[src/rtl/semaforo_temporizado_pkg.sv]
// Shared types for the timed A/B crossing controller: phase enum, lamp
// triple per street and the Moore decode from phase to lamps.
package semaforo_pkg;

  typedef enum logic [2:0] {
    VERDE_B   = 3'd0,
    AMARELO_B = 3'd1,
    VERM_BA   = 3'd2,
    VERDE_A   = 3'd3,
    AMARELO_A = 3'd4,
    VERM_AB   = 3'd5
  } estado_t;

  typedef struct packed {
    logic verde;
    logic amarelo;
    logic vermelho;
  } luz_t;

  typedef struct packed {
    luz_t a;
    luz_t b;
  } luzes_t;

  localparam luz_t LUZ_VERDE   = luz_t'(3'b100);
  localparam luz_t LUZ_AMARELO = luz_t'(3'b010);
  localparam luz_t LUZ_VERM    = luz_t'(3'b001);

  // Unused encodings fall back to the default pattern (B green, A red) so
  // the lamps stay one-hot per street even before the FSM recovers.
  function automatic luzes_t decodifica(estado_t e);
    luzes_t l;
    l.a = LUZ_VERM;
    l.b = LUZ_VERDE;
    case (e)
      VERDE_B:   begin l.a = LUZ_VERM;    l.b = LUZ_VERDE;   end
      AMARELO_B: begin l.a = LUZ_VERM;    l.b = LUZ_AMARELO; end
      VERM_BA:   begin l.a = LUZ_VERM;    l.b = LUZ_VERM;    end
      VERDE_A:   begin l.a = LUZ_VERDE;   l.b = LUZ_VERM;    end
      AMARELO_A: begin l.a = LUZ_AMARELO; l.b = LUZ_VERM;    end
      VERM_AB:   begin l.a = LUZ_VERM;    l.b = LUZ_VERM;    end
      default:   begin l.a = LUZ_VERM;    l.b = LUZ_VERDE;   end
    endcase
    return l;
  endfunction

endpackage

[src/rtl/semaforo_temporizado_if.sv]
// Sensor/lamp bundle of the crossing. All signals are plain levels: there
// is no valid/ready handshake; AB is sampled every cycle through a
// synchroniser and the lamps reflect the current phase continuously.
interface semaforo_temporizado_if;
  logic [1:0] AB;
  logic       VDA, AMA, VMA;
  logic       VDB, AMB, VMB;

  modport master (output AB, input VDA, AMA, VMA, VDB, AMB, VMB);
  modport slave  (input AB, output VDA, AMA, VMA, VDB, AMB, VMB);
endinterface

[src/rtl/semaforo_temporizado_sincronizador.sv]
// Two-flop synchroniser for asynchronous level inputs, reset to zero.
module sincronizador #(
  parameter int W = 2
) (
  input  logic         clk,
  input  logic         rst_n,
  input  logic [W-1:0] d,
  output logic [W-1:0] q
);

  logic [W-1:0] meta;

  // Two register stages; q is safe to use in the clk domain.
  always_ff @(posedge clk or negedge rst_n) begin
    if (!rst_n) begin
      meta <= '0;
      q    <= '0;
    end else begin
      meta <= d;
      q    <= meta;
    end
  end

endmodule

[src/rtl/semaforo_temporizado.sv]
// Timed Moore controller for the A/B crossing: green/yellow/all-red phases
// with minimum green, a fairness cut-off on A green, and synchronised sensors.
module semaforo_temporizado
  import semaforo_pkg::*;
#(
  parameter int T_VERDE_MIN = 4,
  parameter int T_VERDE_MAX = 8,
  parameter int T_AMARELO   = 2,
  parameter int T_VERMELHO  = 1
) (
  input  logic                    clk,
  input  logic                    rst_n,
  semaforo_temporizado_if.slave   bus,
  output estado_t                 estado_dbg
);

  localparam int CW = $clog2(T_VERDE_MAX);
  localparam logic [CW-1:0] CNT_MIN  = CW'(T_VERDE_MIN - 1);
  localparam logic [CW-1:0] CNT_MAX  = CW'(T_VERDE_MAX - 1);
  localparam logic [CW-1:0] CNT_AMA  = CW'(T_AMARELO - 1);
  localparam logic [CW-1:0] CNT_VERM = CW'(T_VERMELHO - 1);

  estado_t       estado, estado_nx;
  logic [CW-1:0] cnt;
  logic [1:0]    ab_s;
  logic          a_s, b_s;
  luzes_t        luzes;

  sincronizador #(.W(2)) u_sinc (
    .clk   (clk),
    .rst_n (rst_n),
    .d     (bus.AB),
    .q     (ab_s)
  );

  assign a_s = ab_s[1];
  assign b_s = ab_s[0];

  // Phase register.
  always_ff @(posedge clk or negedge rst_n) begin
    if (!rst_n) estado <= VERDE_B;
    else        estado <= estado_nx;
  end

  // Dwell counter: restarts on each phase change, saturates at the max green.
  always_ff @(posedge clk or negedge rst_n) begin
    if (!rst_n)                  cnt <= '0;
    else if (estado_nx != estado) cnt <= '0;
    else if (cnt != CNT_MAX)     cnt <= cnt + CW'(1);
  end

  // Next phase. Yellow and all-red ignore the sensors so a started
  // clearance always runs to completion.
  always_comb begin
    estado_nx = estado;
    case (estado)
      VERDE_B:   if (cnt >= CNT_MIN && a_s)             estado_nx = AMARELO_B;
      AMARELO_B: if (cnt == CNT_AMA)                    estado_nx = VERM_BA;
      VERM_BA:   if (cnt == CNT_VERM)                   estado_nx = VERDE_A;
      VERDE_A:   if (cnt >= CNT_MIN &&
                     (!a_s || (b_s && cnt == CNT_MAX))) estado_nx = AMARELO_A;
      AMARELO_A: if (cnt == CNT_AMA)                    estado_nx = VERM_AB;
      VERM_AB:   if (cnt == CNT_VERM)                   estado_nx = VERDE_B;
      default:                                          estado_nx = VERDE_B;
    endcase
  end

  // Moore lamp decode straight from the phase register.
  always_comb begin
    luzes = decodifica(estado);
  end

  assign bus.VDA    = luzes.a.verde;
  assign bus.AMA    = luzes.a.amarelo;
  assign bus.VMA    = luzes.a.vermelho;
  assign bus.VDB    = luzes.b.verde;
  assign bus.AMB    = luzes.b.amarelo;
  assign bus.VMB    = luzes.b.vermelho;
  assign estado_dbg = estado;

endmodule

[src/flat_wrapper.sv]
// flat-port wrapper written by rule: the top's interface ports become plain ports
module semaforo_temporizado_flat import semaforo_pkg::*;
#(
  parameter int T_VERDE_MIN = 4,
  parameter int T_VERDE_MAX = 8,
  parameter int T_AMARELO   = 2,
  parameter int T_VERMELHO  = 1
)
  (clk, rst_n, estado_dbg, bus_AB, bus_VDA, bus_AMA, bus_VMA, bus_VDB, bus_AMB, bus_VMB);
  semaforo_temporizado_if bus_i ();
  input  logic clk;
  input  logic rst_n;
  output estado_t estado_dbg;
  input wire logic [$bits(bus_i.AB)-1:0] bus_AB;
  output wire logic [$bits(bus_i.VDA)-1:0] bus_VDA;
  output wire logic [$bits(bus_i.AMA)-1:0] bus_AMA;
  output wire logic [$bits(bus_i.VMA)-1:0] bus_VMA;
  output wire logic [$bits(bus_i.VDB)-1:0] bus_VDB;
  output wire logic [$bits(bus_i.AMB)-1:0] bus_AMB;
  output wire logic [$bits(bus_i.VMB)-1:0] bus_VMB;
  assign bus_i.AB = bus_AB;
  assign bus_VDA = bus_i.VDA;
  assign bus_AMA = bus_i.AMA;
  assign bus_VMA = bus_i.VMA;
  assign bus_VDB = bus_i.VDB;
  assign bus_AMB = bus_i.AMB;
  assign bus_VMB = bus_i.VMB;
  semaforo_temporizado #(.T_VERDE_MIN(T_VERDE_MIN), .T_VERDE_MAX(T_VERDE_MAX), .T_AMARELO(T_AMARELO), .T_VERMELHO(T_VERMELHO)) u_core (.clk(clk), .rst_n(rst_n), .bus(bus_i), .estado_dbg(estado_dbg));
endmodule
[config.mk]
export PLATFORM = sky130hd
export DESIGN_NAME = semaforo_temporizado_flat
export DESIGN_NICKNAME = d
export VERILOG_FILES = /design/src/rtl/semaforo_temporizado_pkg.sv /design/src/rtl/semaforo_temporizado_if.sv /design/src/rtl/semaforo_temporizado_sincronizador.sv /design/src/rtl/semaforo_temporizado.sv /design/src/flat_wrapper.sv
export SDC_FILE = /design/constraint.sdc
export NUM_CORES = 1
export LEC_CHECK = 0
export ABC_CLOCK_PERIOD_IN_PS = 1800
export BUFFER_PORTS_ARGS = -buffer_cell sky130_fd_sc_hd__buf_2
export CORE_MARGIN = 4
export CORE_UTILIZATION = 40
export DETAILED_ROUTE_END_ITERATION = 10
export PLACE_DENSITY_LB_ADDON = 0.3
export SLEW_MARGIN = 20
export SYNTH_ARGS = -nofsm -noshare
export SYNTH_HDL_FRONTEND = slang
export SYNTH_SLANG_ARGS = --single-unit
[constraint.sdc]
create_clock -name clk -period 1.8 [get_ports clk]
set_input_delay 0.09 -clock clk [delete_from_list [all_inputs] [get_ports clk]]
set_output_delay 0.09 -clock clk [all_outputs]
set_load 0.02 [all_outputs]
==> results of run 1 <==
metrics by stage:
stage / total power, µW / hold slack [ns] / worst slack [ns] / util / instance area (µm²)
finish: 1600 / 0.223 / 0.0914 / 0.578 / 790
global route: 1750 / 0.238 / -0.00617 / 0.578 / 790
CTS: 1550 / 0.210 / 0.0911 / 0.563 / 769
detailed placement: 1340 / -0.0400 / 0.128 / 0.515 / 703
global placement: 1320 / -0.0470 / 0.207 / 0.515 / 703
floorplan: 1080 / -0.206 / 0.199 / - / 613
placed cells by master, fill, tap and decap left out:
cell | Yosys | final
clkbuf_8 | 0 | 1
mux2_1 | 1 | 1
a211oi_2 | 0 | 1
nor2_1 | 5 | 5
o32ai_1 | 2 | 2
dfrtp_1 | 10 | 10
nor3_1 | 3 | 3
a21bo_2 | 1 | 1
nor2b_1 | 1 | 1
or4_4 | 1 | 1
a211o_1 | 1 | 1
mux2i_1 | 1 | 1
nand2b_1 | 2 | 2
a31oi_2 | 1 | 1
and2_1 | 2 | 2
xor2_1 | 2 | 2
a41oi_1 | 1 | 1
inv_2 | 1 | 1
clkbuf_4 | 0 | 3
inv_1 | 3 | 3
buf_4 | 1 | 6
nand2_1 | 3 | 3
buf_2 | 0 | 12
o21ai_2 | 1 | 1
dlygate4sd3_1 | 0 | 3
a31o_1 | 1 | 1
nand3b_1 | 1 | 1
a31oi_1 | 4 | 4
a21oi_1 | 3 | 3
nand3_1 | 2 | 2
ha_1 | 5 | 5
cell families (layout without fill, tap and decap cells):
| logic type | after synthesis | in the layout | share of synthesized area |
|---|---|---|---|
| compound gates | 16 | 16 | 0.200 |
| xor+xnor | 2 | 2 | 0.0286 |
| fa+ha+maj | 5 | 5 | 0.102 |
| buf+inv | 6 | 29 | 0.0551 |
| flops | 10 | 10 | 0.408 |
| mux | 2 | 2 | 0.0347 |
| simple gates | 20 | 20 | 0.171 |
layout make-up:
class / count / area share
multi-input cells: 45 / 0.423
clock buffers: 4 / 0.0460
well taps: 15 / 0.0238
inverters: 4 / 0.0190
flip-flops and latches: 10 / 0.317
repair buffers: 21 / 0.171
sequential cells by signal, indices dropped and copies added (netlist names):
signal	count
u_core.cnt	3
u_core.estado_dbg	3
u_core.u_sinc.meta	2
u_core.u_sinc.q	2
worst max-delay path by stage:
stage | from | end | cells past startpoint
2_1_floorplan | u_core.cnt[0] | u_core.cnt[0] | 6
3_3_place_gp | u_core.cnt[1] | u_core.cnt[0] | 6
3_5_place_dp | u_core.cnt[1] | u_core.cnt[2] | 6
4_1_cts | u_core.cnt[1] | u_core.cnt[1] | 6
5_1_grt | u_core.cnt[1] | u_core.cnt[0] | 6
6_report | u_core.cnt[1] | u_core.estado_dbg[1] | 7
what timing repair did:
item | in CTS | in global routing
endpoints found under the hold margin | 12 | 0
hold buffers | 3 | 0
endpoints found under the setup margin | 0 | 4
gates resized for setup | 0 | 1
buffers inserted | 0 | 2
cells in the mapped netlist (all sizes together) (2+ instances only):
library cell / n
dfrtp: 10
a31oi: 5
ha: 5
nor2: 5
inv: 4
a21oi: 3
nand2: 3
nor3: 3
and2: 2
buf: 2
nand2b: 2
nand3: 2
o32ai: 2
xor2: 2
per-layer routing:
metal,routed length (µm),share of wire
met1,636,0.48
met4,0,0
met5,0,0
met2,605,0.46
met3,81,0.061
power breakdown:
group	switching (µW)	leakage, µW	total (µW)	internal [µW]
clock	77.1	0.0000210	200	123
sequential	113	0.000122	411	298
combinational	561	0.000245	991	429
total	752	0.000388	1600	850
==> results.sh, run 1 <==
export IMPL_status="completed"
export IMPL_drv_cap=0
export IMPL_grt_ovfl_total=0
export IMPL_wire_per_inst_um=13.4
export IMPL_clk_latency_ns=0.26
export IMPL_path_delay_family="compound AO/OA/AOI/OAI gates"
export IMPL_slowest_stage="dfrtp_1"
export IMPL_seqCellArea_um2=250
export IMPL_relSlewSlack=0.763
export IMPL_synth_nets=70
export IMPL_cts_root_buffer="clkbuf_4"
export IMPL_drive_gt1_frac=0.333
export IMPL_gr_max_usage_layer="met2"
export IMPL_cp_end_kind="flip-flop"
export IMPL_synth_warnings=0
export IMPL_worst_slew_pin_slew_ns=0.354
export IMPL_dp_cells=90
export IMPL_synth_seq_cells=10
export IMPL_drv_slew=0
export IMPL_row_count=13
export IMPL_setup_violations=0
export IMPL_numCtsBuffers=3
export IMPL_cts_path_max_buffers=2
export IMPL_routed_via_density=5.39
export IMPL_clock_fmax_mhz=585
export IMPL_fin_skew_ns=0.00383
export IMPL_grt_pass1_vias=501
export IMPL_r2r_start="u_core.cnt[1]"
export IMPL_crit_type="flip-flop to flip-flop"
export IMPL_multi_input_area_um2=334
export IMPL_fp_dieH_um=47.2
export IMPL_start_kind="flip-flop"
export IMPL_fin_cells=99
export IMPL_antenna_found_initial=0
export IMPL_start_util=0.449
export IMPL_r2r_cells=7
export IMPL_yosysTopAreaCell="dfrtp_1"
export IMPL_drt_iter0_drc=10
export IMPL_gp_congestion=0.868
export IMPL_groute_layer_met3_usage=0.0345
export IMPL_nets=94
export IMPL_grt_pass1_wl_um=2270
export IMPL_vias=534
export IMPL_fill_cells=126
export IMPL_use_met2=0.222
export IMPL_hold_class="input port to async pin"
export IMPL_yosys_top_cells_area="dfrtp_1 41%, ha_1 10%, a31oi_1 4.1%, nor2_1 3.1%, o32ai_1 2.9%"
export IMPL_worst_path_buf_inv=1
export IMPL_min_period_over_period=0.949
export IMPL_postSynthCellCount=61
export IMPL_synth_async_reset_ratio=1.00
export IMPL_track_usage=0.148
export IMPL_diodes=0
export IMPL_synth_cell_area_um2=613
export IMPL_boundaryPins=13
export IMPL_crit_top_cell="ha_1"
export IMPL_die_area_um2=2220
export IMPL_fp_dieW_um=47.2
export IMPL_path_clk_slew_ns=0.07
export IMPL_synth_edff_count=0
export IMPL_power_density_nw_per_um2=2030
export IMPL_ys_seq_area_frac=0.408
export IMPL_rsz0062_at_grt="yes"
export IMPL_finalHoldViolations=0
export IMPL_core_um2=1370
export IMPL_htreeDepth=1
export IMPL_wirelength_um=1320
export IMPL_drc=0
export IMPL_drt_pass1_iterations=4
export IMPL_r2r_setup_slack_ns=0.09
export IMPL_cts_sinks=10
export IMPL_post_dp_hpwl_um=1010
export IMPL_p_leak_uw=0.000388
export IMPL_synth_distinct_cells=28
export IMPL_ant_nets=0
export IMPL_irDropWorstVdd_uv=849
export IMPL_synth_avg_cell_area_um2=10.1
export IMPL_timing_rr_end="u_core.estado_dbg[1]"
export IMPL_worstPathCellList="ha_1, ha_1, a211o_1, buf_4, a31oi_1, a41oi_1, nor2_1"
export IMPL_crit_arrival_ns=1.90
export IMPL_syn_to_final_growth_pct=28.8
export IMPL_slowest_delay_ns=0.44
export IMPL_synth_top_area_share=0.408
export IMPL_timing_setup_tns_ns=0
export IMPL_period_minus_slack_ns=1.71
export IMPL_grt_max_degree=12
export IMPL_required_ns=1.99
export IMPL_io_buffers=12
export IMPL_grt_use_met1=0.209
export IMPL_synthFlopType="dfrtp_1"
export IMPL_path_max_fanout=5
export IMPL_cts_tree="done"
Power figures use the tool's default switching activity.
==> run 2, diff against run 1 <==
BUFFER_PORTS_ARGS = -buffer_cell sky130_fd_sc_hd__clkbuf_2   (was -buffer_cell sky130_fd_sc_hd__buf_2)
==> run 2 against run 1 <==
  * Highest routed layer unchanged
  * Global-route usage decreased by 0.43 points
  * Count of clock-buffer cells in the layout unchanged
  * Cell count decreased by 2.0%
  * Total power decreased by 3.2%
  * Sequential power about the same
  * Critical path depth decreased by 1
  * Largest power group unchanged
  * Clock skew about the same
  * Core utilization decreased by 1.1 points
==> results.sh, run 2 (same netlist as run 1, synthesis figures left out) <==
export IMPL_cp_end_kind="flip-flop"
export IMPL_gp_congestion=0.874
export IMPL_final_cell_mix="12 x clkbuf_2, 10 x dfrtp_1, 5 x nor2_1, 5 x ha_1"
export IMPL_row_count=13
export IMPL_grt_pass1_vias=514
export IMPL_fp_dieH_um=47.2
export IMPL_syn_to_final_growth_pct=26.3
export IMPL_power_density_nw_per_um2=2000
export IMPL_setup_violations=0
export IMPL_drive_gt1_frac=0.317
export IMPL_io_buffers=12
export IMPL_status="completed"
export IMPL_drt_pass1_iterations=4
export IMPL_nets=92
export IMPL_start_kind="flip-flop"
export IMPL_fin_total_pwr_uw=1550
export IMPL_grt_max_degree=12
export IMPL_ant_nets=0
export IMPL_fin_skew_ns=0.00370
export IMPL_drt_iter0_drc=8
export IMPL_drc=0
export IMPL_cts_tree="done"
export IMPL_diodes=0
export IMPL_numCtsBuffers=3
export IMPL_wire_per_inst_um=13.0
export IMPL_finalHoldViolations=0
export IMPL_clk_latency_ns=0.26
export IMPL_fill_cells=129
export IMPL_hold_class="input port to async pin"
export IMPL_grt_ovfl_total=0
export IMPL_start_util=0.449
export IMPL_vias=536
export IMPL_mostFrequentLayoutCell="clkbuf_2"
export IMPL_r2r_cells=6
export IMPL_htreeDepth=1
export IMPL_cts_sinks=10
export IMPL_crit_type="flip-flop to flip-flop"
export IMPL_relSlewSlack=0.732
export IMPL_irDropWorstVdd_uv=936
export IMPL_worst_slew_pin_slew_ns=0.400
export IMPL_rsz0062_at_grt="no"
export IMPL_cts_root_buffer="clkbuf_4"
export IMPL_p_leak_uw=0.000378
export IMPL_core_um2=1370
export IMPL_grt_pass1_wl_um=2210
export IMPL_crit_arrival_ns=1.87
export IMPL_die_area_um2=2220
export IMPL_timing_rr_end="u_core.cnt[1]"
export IMPL_r2r_start="u_core.cnt[1]"
export IMPL_r2r_setup_slack_ns=0.1
export IMPL_multi_input_area_um2=334
export IMPL_antenna_found_initial=0
export IMPL_seqCellArea_um2=250
export IMPL_clock_fmax_mhz=587
export IMPL_period_minus_slack_ns=1.70
export IMPL_path_max_fanout=5
export IMPL_cts_path_max_buffers=2
export IMPL_fin_cells=97
export IMPL_required_ns=1.97
export IMPL_post_dp_hpwl_um=951
export IMPL_timing_setup_tns_ns=0
export IMPL_path_clk_slew_ns=0.07
export IMPL_fin_util=0.567
export IMPL_wirelength_um=1260
export IMPL_fp_dieW_um=47.2
export IMPL_boundaryPins=13
export IMPL_min_period_over_period=0.947
export IMPL_track_usage=0.144
export IMPL_dp_cells=90
export IMPL_drv_slew=0
export IMPL_routed_via_density=5.53
export IMPL_drv_cap=0
[run 2: metrics by stage]
stage	area (µm²)	setup slack (ns)	hold slack [ns]
after floorplan	613	0.199	-0.206
after global placement	703	0.156	-0.0387
after detailed placement	703	0.119	-0.0336
after CTS	769	0.0463	0.218
after global routing	774	0.00180	0.238
final	774	0.0960	0.221
[run 2: layout make-up]
cell class,instances,area share
tap,15,0.0242
multi-input combinational,45,0.431
clock buffer,4,0.0468
inverter,4,0.0194
timing repair buffer,19,0.155
sequential,10,0.323
[run 2: critical path, stage by stage (launching register included)]
cell     delay [ns]
dfrtp_1        0.42
ha_1           0.22
ha_1           0.20
a211o_1        0.29
a31oi_2        0.19
o21ai_2        0.10
nor3_1         0.20
[run 2: how the worst max path moves through the flow]
stage / end / start / slack (ns) / cells after the start
final: u_core.cnt[1] / u_core.cnt[1] / 0.1 / 6
after detailed placement: u_core.cnt[0] / u_core.cnt[1] / 0.12 / 6
after global placement: u_core.cnt[1] / u_core.cnt[1] / 0.16 / 6
after CTS: u_core.cnt[0] / u_core.cnt[1] / 0.05 / 6
after global routing: u_core.cnt[1] / u_core.cnt[1] / 0.002 / 6
after floorplan: u_core.cnt[0] / u_core.cnt[0] / 0.20 / 6
[run 2: routing by layer]
layer / GRT usage / share of wire / vias up
li1: - / - / 267
met1: 0.197 / 0.49 / 255
met2: 0.222 / 0.46 / 14
met3: 0.0345 / 0.055 / 0
met4: 0.0497 / 0 / 0
met5: 0 / 0 / -
[run 2: power breakdown]
part	switching, µW	internal [µW]	leakage [µW]	total [µW]
sequential	111	298	0.000122	408
combinational	557	386	0.000235	943
clock	76.4	123	0.0000210	199
total	744	807	0.000378	1550
[run 2: timing repair]
| action | 4_1_cts | 5_1_grt |
|---|---|---|
| hold endpoints to repair | 12 | 0 |
| hold buffers | 3 | 0 |
| gates resized for setup | 0 | 1 |
| setup buffers | 0 | 0 |
| setup endpoints to repair | 0 | 1 |
==> run 3, diff against run 2 <==
CELL_PAD_IN_SITES_DETAIL_PLACEMENT = 1   (was unset)
CELL_PAD_IN_SITES_GLOBAL_PLACEMENT = 1   (was unset)
CORE_UTILIZATION = 39   (was 40)
==> run 3 against run 2 <==
  * Wire length rose by 17%
  * Critical path depth did not move
  * Via count rose by 2.4%
  * Global-route usage rose by 0.84 points
  * Worst setup slack improved by 0.0064 ns
  * First-iteration DRC count fell by 63%
  * Critical path type unchanged
  * Critical endpoint unchanged
  * Largest power group unchanged
==> results.sh, run 3 (same netlist as run 1, synthesis figures left out) <==
export IMPL_core_um2=1490
export IMPL_fin_util=0.529
export IMPL_multi_input_area_um2=339
export IMPL_required_ns=1.97
export IMPL_cp_end_kind="flip-flop"
export IMPL_finalHoldViolations=0
export IMPL_period_minus_slack_ns=1.70
export IMPL_start_kind="flip-flop"
export IMPL_start_util=0.412
export IMPL_routed_via_density=5.55
export IMPL_numCtsBuffers=3
export IMPL_final_cell_mix="12 x clkbuf_2, 10 x dfrtp_1, 5 x nor2_1, 5 x ha_1, 5 x buf_4"
export IMPL_hold_class="input port to async pin"
export IMPL_relSlewSlack=0.673
export IMPL_grt_use_met1=0.191
export IMPL_drive_gt1_frac=0.337
export IMPL_power_density_nw_per_um2=2020
export IMPL_path_clk_slew_ns=0.07
export IMPL_wire_per_inst_um=14.9
export IMPL_post_dp_hpwl_um=1210
export IMPL_diodes=0
export IMPL_grt_pass1_wl_um=2370
export IMPL_r2r_cells=6
export IMPL_crit_arrival_ns=1.87
export IMPL_gp_congestion=0.838
export IMPL_boundaryPins=13
export IMPL_grt_max_degree=11
export IMPL_final_cell_area_um2=788
export IMPL_antenna_found_initial=0
export IMPL_dp_cells=92
export IMPL_io_buffers=12
export IMPL_status="completed"
export IMPL_htreeDepth=1
export IMPL_grt_ovfl_total=0
export IMPL_groute_layer_met3_usage=0.0338
export IMPL_grt_pass1_vias=517
export IMPL_nets=93
export IMPL_fp_dieH_um=47.7
export IMPL_clk_latency_ns=0.25
export IMPL_ant_nets=0
export IMPL_gr_max_usage_layer="met2"
export IMPL_timing_setup_tns_ns=0
export IMPL_fill_cells=175
export IMPL_track_usage=0.152
export IMPL_p_leak_uw=0.000387
export IMPL_drt_pass1_iterations=3
export IMPL_seqCellArea_um2=250
export IMPL_timing_critical_path_from="u_core.cnt[1]"
export IMPL_cp_endpoint="u_core.cnt[1]"
export IMPL_syn_to_final_growth_pct=28.6
export IMPL_drt_iter0_drc=3
export IMPL_setup_violations=0
export IMPL_fp_dieW_um=47.7
export IMPL_crit_type="flip-flop to flip-flop"
export IMPL_fin_total_pwr_uw=1590
export IMPL_cts_sinks=10
export IMPL_mostFrequentLayoutCell="clkbuf_2"
export IMPL_fin_skew_ns=0.00260
export IMPL_die_area_um2=2270
export IMPL_placed_area_um2=712
export IMPL_cts_root_buffer="clkbuf_4"
export IMPL_drc=0
export IMPL_fin_cells=99
export IMPL_min_period_over_period=0.943
export IMPL_r2r_setup_slack_ns=0.10
export IMPL_cts_tree="done"
export IMPL_clock_fmax_mhz=589
export IMPL_use_met2=0.267
export IMPL_cts_path_max_buffers=2
export IMPL_vias=549
export IMPL_worst_slew_pin_slew_ns=0.488
export IMPL_irDropWorstVdd_uv=862
export IMPL_drv_cap=0
export IMPL_wirelength_um=1470
export IMPL_path_max_fanout=5
export IMPL_drv_slew=0
export IMPL_row_count=14
export IMPL_timing_rr_end="u_core.cnt[1]"
export IMPL_r2r_start="u_core.cnt[1]"
## run 3: final cells by class
class                           count  area share
Multi-Input combinational cell     45       0.430
Sequential cell                    10       0.317
Clock buffer                        4      0.0460
Inverter                            4      0.0190
Timing Repair Buffer               20       0.162
Tap cell                           16      0.0254
## run 3: worst min-delay path by stage
stage / from / to / slack (ns) / cells after the start
2_1_floorplan: rst_n / u_core.cnt[0] / -0.21 / 0
3_3_place_gp: rst_n / u_core.estado_dbg[1] / -0.04 / 1
3_5_place_dp: rst_n / u_core.estado_dbg[1] / -0.03 / 1
4_1_cts: rst_n / u_core.estado_dbg[0] / 0.23 / 2
5_1_grt: rst_n / u_core.estado_dbg[1] / 0.25 / 2
6_report: rst_n / u_core.cnt[0] / 0.22 / 2
## run 3: worst max-delay path, cell delays in order (launching register included)
cell and delay, ns:
dfrtp_1 0.43, ha_1 0.22, ha_1 0.20, a211o_1 0.29, a31oi_2 0.20, o21ai_2 0.10
nor3_1 0.18
## run 3: repair_timing
item | 4_1_cts | 5_1_grt
endpoints found under the hold margin | 12 | 0
hold buffers | 3 | 0
setup endpoints to repair | 0 | 2
setup buffers | 0 | 0
resized for setup | 0 | 2
## run 3: per-layer routing
| metal | wire length [µm] | share of wire | vias up |
|---|---|---|---|
| met5 | 0 | 0 | - |
| met4 | 10 | 0.0068 | 0 |
| met3 | 51 | 0.035 | 2 |
| met2 | 750 | 0.51 | 8 |
| met1 | 661 | 0.45 | 273 |
| li1 | - | - | 266 |
## run 3: stage by stage
step                      hold slack [ns]  worst slack, ns
after floorplan                    -0.206            0.199
after CTS                           0.225           0.0917
after global routing                0.247         -0.00649
final                               0.225            0.102
after detailed placement          -0.0325            0.104
after global placement            -0.0430            0.194
## run 3: report_power, final
group          total [µW]  switching, µW  internal (µW)
combinational         999            595            404
sequential            396           97.7            298
clock                 195           72.7            123
total                1590            765            825
